File: config.mk
export PLATFORM = sky130hd
export DESIGN_NAME = systolic_pipe
export DESIGN_NICKNAME = d
export VERILOG_FILES = /design/src/rtl/systolic_pipe.sv
export SDC_FILE = /design/constraint.sdc
export NUM_CORES = 1
export LEC_CHECK = 0
export BUFFER_PORTS_ARGS = -buffer_cell sky130_fd_sc_hd__buf_2
export CORE_AREA = 4 4 74 103
export DETAILED_ROUTE_END_ITERATION = 8
export DIE_AREA = 0 0 78 107
export PLACE_DENSITY_LB_ADDON = 0.1
export REMOVE_ABC_BUFFERS = 1
export SYNTH_ARGS = -nofsm -noshare
export SYNTH_HDL_FRONTEND = slang
export SYNTH_SLANG_ARGS = --single-unit
File: constraint.sdc
create_clock -name clk -period 4.9 [get_ports clk]
set_input_delay 0.735 -clock clk [delete_from_list [all_inputs] [get_ports clk]]
set_output_delay 0.735 -clock clk [all_outputs]
set_load 0.05 [all_outputs]
File: src/rtl/systolic_pipe.sv
// rtl/systolic_pipe.sv - wavefront-pipelined ROW x COLUMN systolic logic grid; optional out_row port under SYSTOLIC_PIPE_ROWOUT_EN
module systolic_pipe #(
  parameter int ROW    = 4,
  parameter int COLUMN = 10
) (
  input  logic              clk,
  input  logic              reset,
  input  logic              in_valid,
  output logic              in_ready,
  input  logic [ROW-1:0]    inRow,
  input  logic [COLUMN-1:0] inColumn,
  output logic              out_valid,
  input  logic              out_ready,
  output logic              out
`ifdef SYSTOLIC_PIPE_ROWOUT_EN
  ,
  output logic [COLUMN-1:0] out_row
`endif
);

  localparam int D = ROW + COLUMN - 1;

  // Row 0 holds the column boundary, column 0 holds the row boundary; [0][0] is unused.
  typedef logic [ROW:0][COLUMN:0] grid_t;

  // Resolve anti-diagonal k from a grid whose diagonals below k are already valid;
  // every other cell is passed through so later stages still see it.
  function automatic grid_t wave(input grid_t p, input int k);
    grid_t n;
    n = p;
    for (int i = 1; i <= ROW; i++) begin
      for (int j = 1; j <= COLUMN; j++) begin
        if (i + j - 1 == k) begin
          if (i == j)
            n[i][j] = p[i][j-1] & p[i-1][j];
          else if (i < j)
            n[i][j] = p[i][j-1] ^ p[i-1][j];
          else
            n[i][j] = p[i][j-1] | p[i-1][j];
        end
      end
    end
    return n;
  endfunction

  grid_t       head;
  grid_t       stage [1:D];
  grid_t       nxt   [1:D];
  logic [D:1]  vld;
  logic        stall;
  logic        unused_bits;

  // Place the incoming boundary bits into an otherwise empty grid.
  always_comb begin
    head = '0;
    for (int r = 1; r <= ROW; r++) head[r][0] = inRow[r-1];
    for (int c = 1; c <= COLUMN; c++) head[0][c] = inColumn[c-1];
  end

  for (genvar k = 1; k <= D; k++) begin : g_wave
    if (k == 1) begin : g_first
      assign nxt[k] = wave(head, 1);
    end else begin : g_next
      assign nxt[k] = wave(stage[k-1], k);
    end
  end

  assign stall    = vld[D] & ~out_ready;
  assign in_ready = ~stall;

  // Advance all wavefront stages together unless the tail result is being held.
  always_ff @(posedge clk or posedge reset) begin
    if (reset) begin
      vld <= '0;
      for (int k = 1; k <= D; k++) stage[k] <= '0;
    end else if (!stall) begin
      vld[1] <= in_valid;
      for (int k = 2; k <= D; k++) vld[k] <= vld[k-1];
      for (int k = 1; k <= D; k++) stage[k] <= nxt[k];
    end
  end

  assign out_valid = vld[D];
  assign out       = vld[D] & stage[D][ROW][COLUMN];

`ifdef SYSTOLIC_PIPE_ROWOUT_EN
  // The bottom row travels with its transaction through the tail stage.
  assign out_row     = vld[D] ? stage[D][ROW][COLUMN:1] : '0;
`endif

  // Tail-stage cells other than the result bits are intentionally dropped.
  assign unused_bits = ^stage[D];

endmodule
==> results.cfg <==
[logic_synthesis]
ys_ff_latch = 104
syn_area_per_cell_um2 = 15.34
async_flop_share = 1.000
ys.warnings.count = 0
syn_inst = 275
synth_edf_count = 0
synth_commonest_cells = dfrtp_1, mux2_2, xor2_1, nand3b_1, o21ai_0
synth.area.top_cells = dfrtp_1, mux2_2, xor2_1, mux2_4, nand3b_1
yosysTopAreaCell = dfrtp_1
ys.flop_type = dfrtp_1
syn-cell-area_um2 = 4218
ys_seq_area_frac = 0.6170
synth_cell_types = 17
synth_top_area_frac = 0.6170
yosysMostFrequentCell = dfrtp_1

[timing]
fin_ws_ns = 2.740
slew_headroom = 0.3761
slew_violations = 0
finalSetupViolations = 0
worst_slew_pin_slew_ns = 0.9359
hold_viol_final = 0
rsz0062_at_grt = no
clock_skew_ns = 0.008895
min_period_ns = 2.160
fin_setup_tns_ns = 0
fin_crit_sh = 0.4408
fmax_ghz = 0.4630

[global_routing]
grt_pass1_vias = 2110
grt_pass1_wl_um = 9356
grt_usage = 0.1416
grt_max_degree = 81
antenna_found_initial = 0
globalRouteOverflowTotal = 0

[placed_design]
pre_cts_ws_ns = 2.676
dp_cells = 377
port_buffers = 20
dpl.hpwl_um = 3263
placed_area_um2 = 4379
gp_congestion = 0.7151

[setup_path]
worst_ep_required_time_ns = 4.16
critPathMaxFanout = 13
crit_family = flip-flops
cp-endpoint = in_ready
r2r-end = nxt[293]$_DFFE_PP0N_
critPathSlowestCell = dfrtp_1
max_stage_delay_ns = 0.60
worstSetupPathDepth = 3
path_class = flip-flop to output pin
r2r_slack_ns = 2.97
r2r-start = vld[13]$_DFFE_PP0N_
r2r_cells = 4
crit_buf_inv = 2
cp_data_arrival_time_ns = 1.42
end_kind = output pin
critPathLaunchType = flip-flop
crit_chain = nor2b_4, inv_2, buf_2
crit_start = vld[13]$_DFFE_PP0N_

[floorplanning]
core.rowCount = 35
core-area_um2 = 6613
die_h_um = 107
ios = 21
die_area_um2 = 8346
initial_core_util = 0.6378
dieWidth_um = 78

[finish]
syn_to_final_growth_pct = 8.900
fin_cells = 393
drive_above_1_share = 0.4485
antenna_cells = 0
design_area_um2 = 4593
layout.nets = 314

[clock_tree]
cts-root-buf = clkbuf_8
clock_path_buffers = 2
hold_buffers = 0
cts_setup_buffers = 0
clkLatencyLatePin_ns = 0.35
numCtsBuffers = 9
cts_tree = done
path_clk_slew_ns = 0.09
cts_sinks = 104
htree_levels = 3
postCtsResizedCells = 0

[route]
drcViolationCount = 0
drtIter0Drc = 109
wl_per_cell_um = 13.47
vias = 2073
firstDrtPassIters = 3
totalWireLength_um = 5294
postRouteAntennaNets = 0
viasPerCell = 5.275

[flow_run]
maxCapViolations = 0

[power]
p_per_area_nw_per_um2 = 658.0
peakVddDrop_mv = 0.2994
power.leakage_nw = 2.023
finalPower_mw = 3.022

[status]
status = completed

[min_path]
hold_class = flip-flop to flip-flop
worstHoldStart = vld[12]$_DFFE_PP0N_
[final cells by class]
class / count / area, µm²
fillers: 477 / 2019
repair buffers: 23 / 122.6
multi-input cells: 156 / 1529
inverters: 2 / 10.01
flip-flops and latches: 104 / 2603
well taps: 92 / 115.1
clock inverters: 6 / 76.32
clock buffers: 10 / 137.6
[layer usage]
layer,wire (µm),track usage
met5,0,0
met4,110,0.06375
met3,111,0.03277
met2,2622,0.2390
met1,2450,0.1727
[kinds of logic after synthesis]
group,count (synthesis),synth area share
buffers and inverters,15,0.02165
XOR/XNOR,30,0.06230
flip-flops,104,0.6170
multiplexers,93,0.2554
AND/OR/NAND/NOR,23,0.03174
AO/OA/AOI/OAI,10,0.01187
[power breakdown]
part | internal [mW] | leakage, nW | switching [mW]
logic | 0.599 | 0.702 | 0.331
clock network | 0.258 | 0.109 | 0.289
registers | 1.27 | 1.21 | 0.272
total | 2.13 | 2.02 | 0.893
[placed cells by master (no fill, tap or decap)]
master,n
and2_1,1
buf_2,20
buf_4,3
bufinv_16,1
clkbuf_8,10
clkinv_4,3
dfrtp_1,104
inv_2,1
inv_4,1
inv_6,1
inv_8,1
mux2_2,85
mux2_4,8
nand2_1,4
nand2b_1,1
nand3b_1,10
nor2_1,6
nor2b_4,1
o21ai_0,10
xor2_1,30
[worst min-delay path by stage]
stage | slack, ns | end | cells past startpoint
after global routing | 0.52 | nxt[559]$_DFFE_PP0N_ | 1
after detailed placement | 0.48 | vld[13]$_DFFE_PP0N_ | 1
after floorplan | 0.43 | vld[13]$_DFFE_PP0N_ | 1
final | 0.50 | vld[13]$_DFFE_PP0N_ | 1
after global placement | 0.45 | vld[13]$_DFFE_PP0N_ | 1
after CTS | 0.50 | vld[13]$_DFFE_PP0N_ | 1
[state kept, by name, indices dropped and copies added, names as in the netlist]
signal and flops:
nxt 90, vld 13, stage 1
[per-stage QoR]
stage | utilization | hold slack, ns
CTS | 0.6946 | 0.5048
finish | 0.6946 | 0.5000
global route | 0.6946 | 0.5206
detailed placement | 0.6623 | 0.4825
global placement | 0.6623 | 0.4535
floorplan | - | 0.4349
Note: power is estimated with default switching activity, not from simulation.
